<file path="config.mk">
export PLATFORM = sky130hd
export DESIGN_NAME = sram_stream_reader
export DESIGN_NICKNAME = d
export VERILOG_FILES = /design/src/rtl/sram_stream_reader.sv
export SDC_FILE = /design/constraint.sdc
export NUM_CORES = 1
export LEC_CHECK = 0
export ABC_AREA = 1
export BUFFER_PORTS_ARGS = -buffer_cell sky130_fd_sc_hd__buf_2
export CORE_MARGIN = 10
export CORE_UTILIZATION = 61
export CTS_CLUSTER_DIAMETER = 150
export CTS_CLUSTER_SIZE = 30
export DETAILED_ROUTE_END_ITERATION = 16
export PLACE_DENSITY = 0.84
export SYNTH_ARGS = -nofsm -noshare
export SYNTH_HDL_FRONTEND = slang
export SYNTH_SLANG_ARGS = --single-unit
</file>
<file path="constraint.sdc">
create_clock -name clk -period 6.35 [get_ports clk]
set_clock_uncertainty 0.05 [all_clocks]
set_input_delay 0.9525 -clock clk [delete_from_list [all_inputs] [get_ports clk]]
set_output_delay 0.9525 -clock clk [all_outputs]
set_load 0.005 [all_outputs]
</file>
<file path="src/rtl/sram_stream_reader.sv">
// -----------------------------------------------------------------------------
// sram_stream_reader
//
// Streaming read engine: on a start command it reads len consecutive words
// from a fixed-latency SRAM, starting at base_addr (address wraps mod
// 2^ADDR_W), and presents them on a ready/valid stream. Reads are
// credit-limited against an internal FIFO of RD_LAT+2 entries, so reads that
// are still in flight always have a FIFO slot, however long ready_i is held
// low.
//
// Ports
//   clk           in   clock
//   rstn          in   asynchronous active-low reset
//   start_i       in   command pulse, only sampled in IDLE
//   base_addr_i   in   first word address, sampled with start_i
//   len_i         in   number of words to read, sampled with start_i
//   busy_o        out  transfer in progress (RUN or DRAIN)
//   done_o        out  one-cycle completion pulse
//   sram_re_o     out  SRAM read enable
//   sram_addr_o   out  SRAM read address
//   sram_rdata_i  in   SRAM read data, valid RD_LAT cycles after sram_re_o
//   valid_o       out  stream word valid
//   ready_i       in   downstream ready
//   data_o        out  stream word
//   last_o        out  final word of the transfer, qualified by valid_o
// -----------------------------------------------------------------------------
module sram_stream_reader #(
    parameter int DATA_W = 32,
    parameter int ADDR_W = 10,
    parameter int RD_LAT = 2,
    parameter int LEN_W  = ADDR_W + 1
) (
    input  logic              clk,
    input  logic              rstn,
    input  logic              start_i,
    input  logic [ADDR_W-1:0] base_addr_i,
    input  logic [LEN_W-1:0]  len_i,
    output logic              busy_o,
    output logic              done_o,
    output logic              sram_re_o,
    output logic [ADDR_W-1:0] sram_addr_o,
    input  logic [DATA_W-1:0] sram_rdata_i,
    output logic              valid_o,
    input  logic              ready_i,
    output logic [DATA_W-1:0] data_o,
    output logic              last_o
);

    localparam int DEPTH = RD_LAT + 2;
    localparam int PTR_W = $clog2(DEPTH);
    localparam int CNT_W = $clog2(DEPTH + 1);

    localparam logic [CNT_W-1:0] DEPTH_C = CNT_W'(DEPTH);
    localparam logic [PTR_W-1:0] PTR_MAX = PTR_W'(DEPTH - 1);

    typedef enum logic [1:0] {
        S_IDLE,
        S_RUN,
        S_DRAIN,
        S_DONE
    } state_t;

    state_t             state_q,   state_d;
    logic [ADDR_W-1:0]  addr_q,    addr_d;     // address of the next read
    logic [LEN_W-1:0]   remain_q,  remain_d;   // reads still to issue
    logic [CNT_W-1:0]   pending_q, pending_d;  // FIFO occupancy + reads in flight
    logic [RD_LAT-1:0]  vld_sr_q,  vld_sr_d;   // one bit per read in flight
    logic [RD_LAT-1:0]  last_sr_q, last_sr_d;  // last-word flag beside vld_sr_q
    logic [PTR_W-1:0]   wr_ptr_q,  wr_ptr_d;
    logic [PTR_W-1:0]   rd_ptr_q,  rd_ptr_d;
    logic [CNT_W-1:0]   count_q,   count_d;

    // FIFO entry: {last flag, data word}
    logic [DATA_W:0]    fifo_mem_q [DEPTH];
    logic [DATA_W:0]    head;

    logic issue;
    logic wr_en;
    logic pop;

    // Credit check uses the registered pending count only, so an issue and a
    // pop in the same cycle never combine into a combinational path.
    assign issue  = (state_q == S_RUN) && (pending_q < DEPTH_C);
    assign wr_en  = vld_sr_q[RD_LAT-1];
    assign pop    = valid_o && ready_i;
    assign head   = fifo_mem_q[rd_ptr_q];

    assign valid_o     = (count_q != '0);
    // Head entry is masked while empty so the uninitialised storage never
    // reaches the outputs.
    assign data_o      = valid_o ? head[DATA_W-1:0] : '0;
    assign last_o      = valid_o && head[DATA_W];
    assign sram_re_o   = issue;
    assign sram_addr_o = addr_q;
    assign busy_o      = (state_q == S_RUN) || (state_q == S_DRAIN);
    assign done_o      = (state_q == S_DONE);

    // NOTE: every signal driven here gets its default first; a path that
    // leaves one unassigned would infer a latch.
    always_comb begin
        state_d   = state_q;
        addr_d    = addr_q;
        remain_d  = remain_q;
        pending_d = pending_q;
        vld_sr_d  = vld_sr_q;
        last_sr_d = last_sr_q;
        wr_ptr_d  = wr_ptr_q;
        rd_ptr_d  = rd_ptr_q;
        count_d   = count_q;

        unique case (state_q)
            S_IDLE: begin
                if (start_i) begin
                    addr_d   = base_addr_i;
                    remain_d = len_i;
                    state_d  = (len_i == '0) ? S_DONE : S_RUN;
                end
            end
            S_RUN: begin
                if (issue && (remain_q == LEN_W'(1))) begin
                    state_d = S_DRAIN;
                end
            end
            S_DRAIN: begin
                if (pop && last_o) begin
                    state_d = S_DONE;
                end
            end
            S_DONE: begin
                state_d = S_IDLE;
            end
            default: begin
                state_d = S_IDLE;
            end
        endcase

        if (issue) begin
            addr_d   = addr_q + ADDR_W'(1);
            remain_d = remain_q - LEN_W'(1);
        end

        // In-flight tracking: bit i set means a read issued i+1 cycles ago.
        vld_sr_d[0]  = issue;
        last_sr_d[0] = issue && (remain_q == LEN_W'(1));
        for (int i = 1; i < RD_LAT; i++) begin
            vld_sr_d[i]  = vld_sr_q[i-1];
            last_sr_d[i] = last_sr_q[i-1];
        end

        unique case ({issue, pop})
            2'b10:   pending_d = pending_q + CNT_W'(1);
            2'b01:   pending_d = pending_q - CNT_W'(1);
            default: pending_d = pending_q;
        endcase

        if (wr_en) begin
            wr_ptr_d = (wr_ptr_q == PTR_MAX) ? '0 : wr_ptr_q + PTR_W'(1);
        end
        if (pop) begin
            rd_ptr_d = (rd_ptr_q == PTR_MAX) ? '0 : rd_ptr_q + PTR_W'(1);
        end
        unique case ({wr_en, pop})
            2'b10:   count_d = count_q + CNT_W'(1);
            2'b01:   count_d = count_q - CNT_W'(1);
            default: count_d = count_q;
        endcase
    end

    // NOTE: state registers use non-blocking assignments so every register
    // samples the values from before the edge.
    always_ff @(posedge clk or negedge rstn) begin
        if (!rstn) begin
            state_q   <= S_IDLE;
            addr_q    <= '0;
            remain_q  <= '0;
            pending_q <= '0;
            vld_sr_q  <= '0;
            last_sr_q <= '0;
            wr_ptr_q  <= '0;
            rd_ptr_q  <= '0;
            count_q   <= '0;
        end else begin
            state_q   <= state_d;
            addr_q    <= addr_d;
            remain_q  <= remain_d;
            pending_q <= pending_d;
            vld_sr_q  <= vld_sr_d;
            last_sr_q <= last_sr_d;
            wr_ptr_q  <= wr_ptr_d;
            rd_ptr_q  <= rd_ptr_d;
            count_q   <= count_d;
        end
    end

    // NOTE: FIFO storage has no reset; emptiness is tracked by count_q, and
    // clearing vld_sr_q on reset drops any SRAM data still returning.
    always_ff @(posedge clk) begin
        if (wr_en) begin
            fifo_mem_q[wr_ptr_q] <= {last_sr_q[RD_LAT-1], sram_rdata_i};
        end
    end

endmodule
</file>
Yosys cells after proc, flatten, opt, wreduce, memory -nomap -nowiden. Memories as Yosys holds them, arrays and structs flattened. Cells that the tools add are included.

$add $sub $neg: 8. Multiply operators: 0. Div/mod/pow operators: 0. Order comparisons: 1. Eq/ne operators: 13. Shifts and indexed selects: 0. Muxes and demuxes: 18. Bitwise gates (word level): 0. Reduce and logical (&&, ||, !) cells: 15.

Operators with widths (count): $mux 11 (3); $mux 32 (1); $mux 10 (3); $eq 2x2->1 const B (6); $mux 2 (6); $pmux 3 s2 (2); $eq 11x1->1 const B (1); $logic_not 11->1 (1); $sub 11x1->11 const B (1); $add 10x1->10 const B (1); $pmux 2 s4 (1); $reduce_bool 2->1 (4); $add 3x1->3 const B (2); $eq 2x1->1 const B (3); $sub 3x1->3 const B (2); $logic_and 1x1->1 (5); $add 2x1->2 const B (2); $ne 2x2->1 const B (2); $lt 3x3->1 const B (1); $reduce_and 3->1 (1); $reduce_bool 3->1 (1); $logic_not 2->1 (1); $mux 1 (2); $ne 2x1->1 const B (1); other kinds (2) (2).

Bits in registers: 37. Bits in latches: 0. Bits in writable memories: 132. Memory bits (read-only): 0. Bits of input ports: 57. Output and inout bits: 47. Logic and storage cells: 65. Memories kept: 1.

Memories: fifo_mem_q (depth 4, bits a word 33, rd ports 1, clocked after memory_dff 0, write ports 1, line 74) `logic [DATA_W:0] fifo_mem_q [DEPTH];`.

Depth between registers and ports, before layout. Gate-level depths: netlist (run 1).

Word-level depth: 5. Gate-level depth with buffers: 11. Mapped depth without buffers: 10.

Worst setup path after synthesis (run 1). No wires, ideal clock.

Kind: input-to-reg. Start point: in ready_i. End point: reg count_q[2]. Library setup time: 0.131 ns. Data arrival time: 2.042 ns. Data required time: 6.169 ns. Setup slack: 4.128 ns. Cell stages on the path: 8. Buffers on the path: 0. Path through: nand2_1 inv_1 ha_1 inv_1 fa_1 a21oi_1 o21ai_0 xor2_1.

Longest elaborated chain between the ends: 3. Elaborated cells between the ends (all ways): 5. Classes of those cells: 2 x eq/ne; 1 x mux; 2 x reduce/logical.

RTL lines: from (decl) (line 44) `input logic ready_i,`; $logic_and 1x1->1 * (line 85) `assign pop = valid_o && ready_i;`; net pop (line 79) `logic pop;`; $eq 2x1->1 / $eq 2x2->1 (equally long branches) (line 162) `unique case ({wr_en, pop})`; $pmux 3 s2 / $reduce_bool 2->1 (equally long branches); to (signal assigned) (line 191) `count_q <= count_d;`; to (decl) (line 71) `logic [CNT_W-1:0] count_q, count_d;`.

The timed path passes the listed nets; every way through them passes the cells marked *. A chain may end at the register's enable or synchronous reset.

Worst setup path in the final report (run 1).
Start point: reg count_q[0]. End point: out data_o[31].

Longest elaborated chain between the ends: 2.

RTL lines: $reduce_bool 3->1 (line 88) `assign valid_o = (count_q != '0);`; $mux 32 (line 91) `assign data_o = valid_o ? head[DATA_W-1:0] : '0;`; to (decl) (line 45) `output logic [DATA_W-1:0] data_o,`.

No other way between the ends.

==> results of run 1 <==
[per-layer routing]
| metal | share of wire | up-vias |
|---|---|---|
| met3 | 0.078 | 30 |
| met2 | 0.51 | 223 |
| met1 | 0.40 | 2629 |
| met5 | 0 | - |
| met4 | 0.017 | 0 |
| li1 | - | 2492 |
[power groups by stage]
| stage | Sequential (mW) | Clock, mW | Combinational [mW] |
|---|---|---|---|
| 6_report | 1.57 | 1.05 | 1.56 |
| 5_1_grt | 1.59 | 1.10 | 1.75 |
| 4_1_cts | 1.56 | 1.05 | 1.57 |
| 3_5_place_dp | 1.58 | 0 | 1.55 |
| 3_3_place_gp | 1.57 | 0 | 1.48 |
| 2_1_floorplan | 1.55 | 0 | 1.05 |
[through the flow]
step / hold slack (ns) / area (µm²)
2_1_floorplan: 0.281 / 7310
4_1_cts: 0.308 / 8500
3_5_place_dp: 0.290 / 7900
5_1_grt: 0.317 / 8500
3_3_place_gp: 0.281 / 7900
6_report: 0.306 / 8500
[logic make-up after synthesis]
kind of cell,Yosys count,synth area share
XOR/XNOR,6,0.00719
flip-flops,169,0.669
adder cells (fa/ha/maj),16,0.0294
buffers and inverters,73,0.0447
AO/OA/AOI/OAI,145,0.104
AND/OR/NAND/NOR,257,0.146
[worst register-to-register path, cell delays in order, from the launching register on]
cell and delay, ns:
dfrtp_1 0.40, inv_1 0.08, ha_1 0.23, nand2_2 0.41
ha_1 0.23, inv_1 0.06, fa_1 0.38, a21oi_1 0.15
o21ai_0 0.12, xor2_1 0.15
[how the worst max path moves through the flow]
stage,startpoint,endpoint,depth (start not counted)
finish,count_q[0],data_o[31],5
global route,count_q[0],data_o[31],5
CTS,count_q[0],data_o[31],5
detailed placement,count_q[0],data_o[30],5
global placement,count_q[0],data_o[22],5
floorplan,ready_i,count_q[2],8
[synth_stat cells, drive strengths merged]
cell type  instances  area [µm²]
nor2             161         626
edfxtp           132        3960
o21ai             86         434
nand2             59         234
a21oi             47         235
inv               43         161
dfrtp             37         926
nand3             24         125
buf               18         115
ha                14         175
clkbuf            11        41.3
nor3               5        25.0
nand4              3        18.8
o22ai              3        18.8
xnor2              3        26.3
xor2               3        26.3
a211oi             2        15.0
fa                 2        40.0
o211ai             2        15.0
o221ai             2        17.5
o31a               2        17.5
or2                2        12.5
a31o               1        8.76
and2               1        6.26
clkinv             1        8.76
nand3b             1        7.51
nor3b              1        12.5
[state kept, by name (all words and copies together), names as in the netlist]
name	count
count_q	3
fifo_mem_q	132
last_sr_q	2
pending_q	3
rd_ptr_q	2
remain_q	11
sram_addr_o	10
state_q	2
vld_sr_q	2
wr_ptr_q	2
[cell type report]
class	count	share of cell area
Inverter	44	0.0200
Clock inverter	15	0.0208
Multi-Input combinational cell	424	0.247
Timing Repair Buffer	109	0.0660
Clock buffer	17	0.0501
Tap cell	143	0.0211
Sequential cell	169	0.575
==> impl_results.md, run 1 <==
- Origin of the critical flop-to-flop path: state_q[1]
- CP delay by family, top: buffers and inverters
- Worst reg2reg path endpoint: pending_q[2]
- Flop pwr share: 0.375
- Critical Path RT: 5.35 ns
- Post-Syn Area: 7310 µm²
- Final worst slack: 2.95 ns
- Die footprint: 16800 µm²
- Crit path time final: 3.40 ns
- CP max stage cell: inv_1
- #FFs+latches synth: 169
- Mapped Cells: 666
- Die Y: 129 µm
- Routed WL per cell: 18.2 µm
- ANT cells: 0
- Syn-to-layout area delta: 16.2%
- Starting density of the core: 0.632
- Synth cell types: 38
- First-pass GRT wire length: 26200 µm
- Core Util, Final: 0.735
- Gpl congestion: 0.892
- Number of setup buffers added after CTS: 0
- Area of the multi-input gates: 2100 µm²
- Crit path launch type: flip-flop
- CTS Hold Bufs: 0
- Hold Crit Depth: 0
- Met1 Usage GRT: 0.239
- Worst-Skew Late Latency: 0.43 ns
- Sw Share: 0.381
- Share of cells above drive strength 1: 0.206
- Io pins: 104
- DRC violations left: 0
- Gate power share: 0.374
- Core Area: 11600 µm²
- Crit path DAT: 2.40 ns
- Most numerous cell on the critical path: inv_1
- Commonest non-fill, non-tap cell in the layout: nor2_1
- Commonest non-fill, non-tap cells in the layout: nor2_1, edfxtp_1, buf_2
- Fin nets: 838
- Period utilization: 0.536
- Internal: 2.59 mW
- Setup-failing EPs final: 0
- Sequential cell area fraction in the yosys report: 0.669
- Clk pwr share: 0.251
- DR iter-0 viols: 480
- CTS tree: built
- Min-delay worst type: flip-flop to flip-flop
- Setup total negative slack: 0 ns
- Maximum vdd drop: 0.276 mV
- Placed cells: 889
- Grt ovf: 0
- Clock tree sinks: 169
- LEAKAGE: 3.45 nW
- CTS buffer count: 17
- Final Max Slew Viols: 0
- Max-cap violations: 0
- RSZ-0062 raised after global routing: false
- R2R setup slack: 3.98 ns
- Vias per cell: 5.83
- Vias in the first global route: 5397
- Htree depth: 4
- Fmax: 294 MHz
- Routed WL: 16800 µm
- GR peak layer: met2
- Reg2Reg Depth: 9
- Routing usage on met2: 0.339
- Vias: 5374
- Final hold vios: 0
- Initial antenna violation count: 0
- Total GRT Usage: 0.200
- Reg area: 4890 µm²
- CTS Root Buffer Type: clkbuf_16
- Cell Chain, Critical Path: inv_1 > nand3_1 > inv_1 > a21oi_1 > buf_2
- Clock transition at path regs: 0.06 ns
- Port bufs: 103
- Critical path peak fanout: 33
- Syn_nets: 739
- Pwr Density: 492 nW/µm²
- GR met3 Demand/Resource: 0.0571
- Post-CTS Resized: 0
- Worst slew margin: 0.144
- Hold EP: vld_sr_q[1]
- Pre-CTS WS: 3.39 ns
- Measured slew at the worst slew-check pin: 1.28 ns
- Fill count: 774
- Drt pass-1 iters: 5
- WP buf/inv: 3
- Critical path type: flip-flop to output pin
- Clock buffer depth: 2
- Fin cells: 921
- YS warnings: 0
- Hold_sp: vld_sr_q[0]
- Max stage delay on crit path: 0.95 ns
- Largest net degree at the start of global routing: 69
- Post-route ant nets: 0
- Mean area per synthesized cell: 11.0 µm²
- Row count: 39
- Psw: 1.59 mW
- Status: completed
- Post-DP HPWL: 10600 µm
- Total power: 4.18 mW
- Die Wd: 129 µm
- Crit path capture type: output pin
Note: power is estimated with default switching activity, not from simulation.
==> run 2, diff against run 1 <==
- ABC_AREA: 1 -> 0
- CORE_UTILIZATION: 61 -> 57
- PLACE_DENSITY: 0.84 -> 0.8
- clock period: 6.35 -> 3.25 ns (I/O delays scaled with it)
==> run 2 against run 1 <==
Effect of this change:
- die area rose by 2.4%
- hold slack lost 0.20 ns
- wire length decreased by 16%
- synthesized cell count down 36%
- via count is 25% lower
- area after synthesis is 3.8% lower
- clock power is 86% higher
- non-clock buffer count shrank 3
- critical endpoint is now data_o[17]
- highest routed layer unchanged
==> impl_results.md, run 2 <==
- Clock transition at path regs: 0.06 ns (about the same)
- Routing usage on met2: 0.284 (-0.0558)
- R2R setup slack: 0.65 ns (-3.33 ns)
- Post-CTS Resized: 0 (unchanged)
- RSZ-0062 raised after global routing: false
- Htree depth: 4 (unchanged)
- Routed WL per cell: 19.7 µm (+8.2%)
- CTS Root Buffer Type: clkbuf_16
- Row count: 40 (+2.6%)
- Maximum vdd drop: 0.442 mV (+60%)
- Setup-failing EPs final: 0 (unchanged)
- Mapped Cells: 423 (-36%)
- Asr flop ratio synth: 0.219 (unchanged)
- Port bufs: 103 (unchanged)
- Syn_nets: 496 (-33%)
- Grt ovf: 0 (unchanged)
- Core Area: 12100 µm² (+4.3%)
- Fin nets: 606 (-28%)
- Largest register FFs: 132 (unchanged)
- Met1 Usage GRT: 0.213 (-0.0259)
- Final Max Slew Viols: 0 (unchanged)
- GR peak layer: met2
- Vias per cell: 5.68 (-2.7%)
- Post-synth top cells: edfxtp_1, and2_1, dfrtp_1, mux4_2, nor2_1
- Critical Path RT: 2.71 ns (-2.64 ns)
- Cells taking the most area after synthesis: edfxtp_1, dfrtp_1, mux4_2
- Commonest non-fill, non-tap cells in the layout: edfxtp_1, buf_2, dfrtp_1
- Post-route ant nets: 0 (unchanged)
- Measured slew at the worst slew-check pin: 0.940 ns (-0.342 ns)
- Clock buffer depth: 2 (unchanged)
- Largest reg by FF count: fifo_mem_q
- Status: completed
- CTS Hold Bufs: 0 (unchanged)
- Vias in the first global route: 4357 (-19%)
- Mean area per synthesized cell: 16.6 µm² (+51%)
- Max-cap violations: 0 (unchanged)
- Total GRT Usage: 0.173 (-0.0273)
- Share of cells above drive strength 1: 0.319 (+0.113)
- Clock tree sinks: 169 (unchanged)
- Fmax: 359 MHz
- Io pins: 104 (unchanged)
- Setup total negative slack: 0 ns (unchanged)
- ANT cells: 0 (unchanged)
- WHS: 0.104 ns (-0.202 ns)
- #FFs+latches synth: 169 (unchanged)
- CTS tree: built
- Pwr Density: 908 nW/µm² (+85%)
- Synth cell types: 47 (+24%)
- Most common cell in the netlist: edfxtp_1
- Top FF cell, synth: edfxtp_1
- Initial antenna violation count: 0 (unchanged)
- Fin cells: 714 (-22%)
- Starting density of the core: 0.583 (-0.0494)
- Syn-to-layout area delta: 18.1%
- Largest net degree at the start of global routing: 38 (-45%)
- Crit path capture type: output pin
- Number of enable flip-flop cells after synthesis: 132 (unchanged)
- Die Wd: 131 µm (+1.2%)
- Number of setup buffers added after CTS: 0 (unchanged)
- Yosys top cell area share: 0.564 (+0.0217)
- Routed WL: 14100 µm (-16%)
- Placed cells: 682 (-23%)
- First-pass GRT wire length: 22300 µm (-15%)
- Area leader, netlist: edfxtp_1
- Drt pass-1 iters: 4 (-1)
- Fill count: 813 (+5.0%)
- Post-DP HPWL: 8940 µm (-16%)
- Period utilization: 0.856
- Final hold vios: 0 (unchanged)
- Worst slew margin: 0.373 (+0.229)
- Sequential cell area fraction in the yosys report: 0.695 (+0.0268)
- Crit path DAT: 2.24 ns (-0.16 ns)
- Die Y: 131 µm (+1.2%)
- Crit path launch type: flip-flop
- LEAKAGE: 3.10 nW (-10%)
- Post-Syn Area: 7030 µm² (-3.8%)
- DR iter-0 viols: 288 (-40%)
- Worst-Skew Late Latency: 0.42 ns (about the same)
- Total power: 7.54 mW (+80%)
- Gpl congestion: 0.845 (-5.3%)
- Crit path time final: 2.78 ns
- Min-delay worst type: input pin to async pin
- CTS buffer count: 17 (unchanged)
- YS warnings: 0 (unchanged)
- Core Util, Final: 0.689 (-0.0463)
- Critical path type: flip-flop to output pin
- DRC violations left: 0 (unchanged)
- Die footprint: 17200 µm² (+2.4%)
- Critical path peak fanout: 21 (-36%)
- Vias: 4054 (-25%)
- GR met3 Demand/Resource: 0.0479 (-0.00923)
- Commonest non-fill, non-tap cell in the layout: edfxtp_1
[run 2: cell count changes in the layout (fill, tap and decap cells not counted), moves of 17 or more]
cell	delta
a21oi_1	-38
and2_1	+34
inv_1	-22
mux4_2	+33
nand2_1	-42
nand3_1	-17
nor2_1	-136
o21ai_0	-25
o21ai_1	-48
[run 2: layer usage]
metal | wire length [µm] | share of wire
met3 | 804 | 0.057
met4 | 229 | 0.016
met5 | 0 | 0
met2 | 7130 | 0.51
met1 | 5900 | 0.42
[run 2: layout make-up]
| cell class | count | area (µm²) | share of cell area |
|---|---|---|---|
| Timing Repair Buffer | 106 | 551 | 0.0663 |
| Clock buffer | 20 | 437 | 0.0526 |
| Inverter | 17 | 63.8 | 0.00768 |
| Sequential cell | 169 | 4890 | 0.589 |
| Multi-Input combinational cell | 222 | 2020 | 0.243 |
| Tap cell | 168 | 210 | 0.0253 |
| Clock inverter | 12 | 131 | 0.0158 |
[run 2: worst max-delay path, cell delays in order, from the launching register on]
cell     delay [ns]
dfrtp_1        0.73
buf_4          0.43
mux4_2         0.37
and2_1         0.17
buf_2          0.13
[run 2: kinds of logic (layout without fill, tap and decap cells)]
kind of cell / after synthesis / count (layout) / share of synthesized area
fa+ha+maj: 16 / 16 / 0.0306
flops: 169 / 169 / 0.695
mux: 37 / 37 / 0.112
xor+xnor: 6 / 6 / 0.00747
buf+inv: 32 / 155 / 0.0178
simple gates: 113 / 113 / 0.0895
compound gates: 50 / 50 / 0.0475
[run 2: power by group]
part | leakage, nW | switching [mW] | internal [mW]
clock | 0.277 | 0.756 | 1.19
sequential | 1.63 | 0.343 | 2.79
combinational | 1.20 | 1.22 | 1.24
[run 2: final timing paths]
path	from	end	cells past startpoint
setup / recovery	rd_ptr_q[1]	data_o[17]	4
hold / removal	rstn	sram_addr_o[3]	1
setup reg to reg	state_q[1]	remain_q[8]	7
hold reg to reg	last_sr_q[0]	last_sr_q[1]	0
max in group asynchronous	rstn	rd_ptr_q[0]	1
min in group clk	sram_rdata_i[3]	fifo_mem_q[3][3]	1
[run 2: metrics by stage]
step,cell area [µm²],setup WS [ns]
6_report,8310,0.468
5_1_grt,8310,0.331
4_1_cts,8310,0.426
2_1_floorplan,7030,1.06
3_5_place_dp,7740,0.775
3_3_place_gp,7740,0.888
==> run 3, diff against run 2 <==
- CORE_ASPECT_RATIO: unset -> 1.75
==> run 3 against run 2 <==
Effect of this change:
- global-route usage decreased by 0.40 points
- highest routed layer unchanged
- non-clock buffer count unchanged
- critical path type unchanged
- count of clock-buffer cells in the layout decreased by 3
- die area increased by 1.0%
- clock power about the same
- utilization increased by 0.27 points
- worst setup slack improved by 0.061 ns
- via count increased by 0.54%
- total power increased by 0.66%
- critical endpoint is now data_o[28]
==> impl_results.md, run 3 (synthesis results as in run 2) <==
- Port bufs: 103 (unchanged)
- Max-cap violations: 0 (unchanged)
- Die Wd: 104 µm (-21%)
- Maximum vdd drop: 0.529 mV (+20%)
- CP delay by family, top: flip-flops
- Worst slew margin: 0.404 (+0.0309)
- Post-route ant nets: 0 (unchanged)
- Syn-to-layout area delta: 18.6%
- Commonest non-fill, non-tap cells in the layout: edfxtp_1, buf_2, dfrtp_1
- Status: completed
- R2R setup slack: 0.75 ns (+0.10 ns)
- Final hold vios: 0 (unchanged)
- Total GRT Usage: 0.169 (-0.00401)
- Fill count: 818 (+0.62%)
- Clock buffer depth: 2 (unchanged)
- Crit path capture type: output pin
- Fin nets: 606 (unchanged)
- Row count: 53 (+33%)
- Clock tree sinks: 169 (unchanged)
- Setup-failing EPs final: 0 (unchanged)
- Htree depth: 4 (unchanged)
- Initial antenna violation count: 3 (+3)
- Max stage delay on crit path: 0.64 ns (-0.09 ns)
- Io pins: 104 (unchanged)
- Number of setup buffers added after CTS: 0 (unchanged)
- Critical Path RT: 2.71 ns (about the same)
- Final Max Slew Viols: 0 (unchanged)
- DRC violations left: 0 (unchanged)
- Vias per cell: 5.71 (+0.54%)
- RSZ-0062 raised after global routing: false
- Crit path DAT: 2.18 ns (-0.06 ns)
- Vias in the first global route: 4529 (+3.9%)
- Fmax: 368 MHz (+2.3%)
- CTS buffer count: 17 (unchanged)
- CP max stage cell: dfrtp_2
- Post-CTS Resized: 0 (unchanged)
- Crit path launch type: flip-flop
- DR iter-0 viols: 194 (-33%)
- Commonest non-fill, non-tap cell in the layout: edfxtp_1
- Vias: 4076 (+0.54%)
- CTS Hold Bufs: 0 (unchanged)
- WP buf/inv: 2 (unchanged)
- Min-delay worst type: input pin to async pin
- Routed WL per cell: 19.9 µm (+1.2%)
- Drt pass-1 iters: 5 (+1)
- Die footprint: 17400 µm² (+1.0%)
- Gpl congestion: 0.858 (+1.6%)
- Critical path type: flip-flop to output pin
- Cell Chain, Critical Path: buf_12 > mux4_2 > and2_1 > buf_2
- Worst-Skew Late Latency: 0.41 ns (about the same)
- Largest net degree at the start of global routing: 38 (unchanged)
- Routed WL: 14200 µm (+1.2%)
- Largest register FFs: 132 (unchanged)
- Measured slew at the worst slew-check pin: 0.894 ns (-0.0464 ns)
- Post-DP HPWL: 9610 µm (+7.5%)
- Die Y: 167 µm (+27%)
- CTS Root Buffer Type: clkbuf_16
- LEAKAGE: 3.13 nW (+0.77%)
- Crit path time final: 2.72 ns (-0.0614 ns)
- Starting density of the core: 0.583 (about the same)
- Core Area: 12100 µm² (about the same)
- WHS: 0.128 ns (+0.0236 ns)
- Critical path peak fanout: 23 (+9.5%)
- Pwr Density: 910 nW/µm² (+0.21%)
- Grt ovf: 0 (unchanged)
- Clock transition at path regs: 0.07 ns (about the same)
- CTS tree: built
- Share of cells above drive strength 1: 0.335 (+0.0165)
- Largest reg by FF count: fifo_mem_q
- First-pass GRT wire length: 23100 µm (+3.5%)
- Period utilization: 0.837 (-0.0189)
- Setup total negative slack: 0 ns (unchanged)
-- run 3: path summary, 6_finish.rpt --
check / startpoint / to / depth (start not counted)
max in group asynchronous: rstn / rd_ptr_q[0] / 1
worst max register to register: state_q[1] / sram_addr_o[9] / 7
min in group clk: sram_rdata_i[9] / fifo_mem_q[1][9] / 1
worst max-delay path: rd_ptr_q[0] / data_o[28] / 4
worst min-delay path: rstn / sram_addr_o[3] / 1
worst min register to register: vld_sr_q[0] / vld_sr_q[1] / 0
-- run 3: worst register-to-register path, stage by stage (launching register included) --
cell	delay, ns
dfrtp_1	0.37
inv_1	0.09
ha_1	0.24
nand2b_1	0.41
inv_2	0.27
nor2_1	0.60
a211oi_1	0.12
a311oi_1	0.25
-- run 3: through the flow --
stage	power, mW	util	setup slack [ns]	cells	area, µm²
floorplan	4.75	-	1.06	423	7030
global placement	5.59	0.642	0.924	679	7750
detailed placement	5.70	0.642	0.793	679	7750
CTS	7.70	0.691	0.461	711	8340
global route	8.07	0.691	0.380	713	8340
finish	7.59	0.691	0.530	714	8340
-- run 3: routing by layer --
metal	global-route usage	share of wire	vias to the layer above
met5	0	0	-
met4	0.0687	0.020	0
met3	0.0491	0.051	21
met2	0.302	0.55	140
met1	0.181	0.38	2050
li1	-	-	1865
-- run 3: power by group --
part	total [mW]	leakage, nW	switching, mW	internal (mW)
clock	1.98	0.296	0.827	1.15
combinational	2.49	1.20	1.23	1.26
sequential	3.13	1.63	0.345	2.78
-- run 3: area by class of cell --
type                       instances  area (µm²)  area share
multi-input combinational        222        2020       0.242
clock inverter                    15         164      0.0196
tap                              165         206      0.0247
clock buffer                      17         425      0.0510
antenna                            3        7.51    0.000900
timing repair buffer             106         563      0.0675
inverter                          17        63.8     0.00765
sequential                       169        4890       0.586
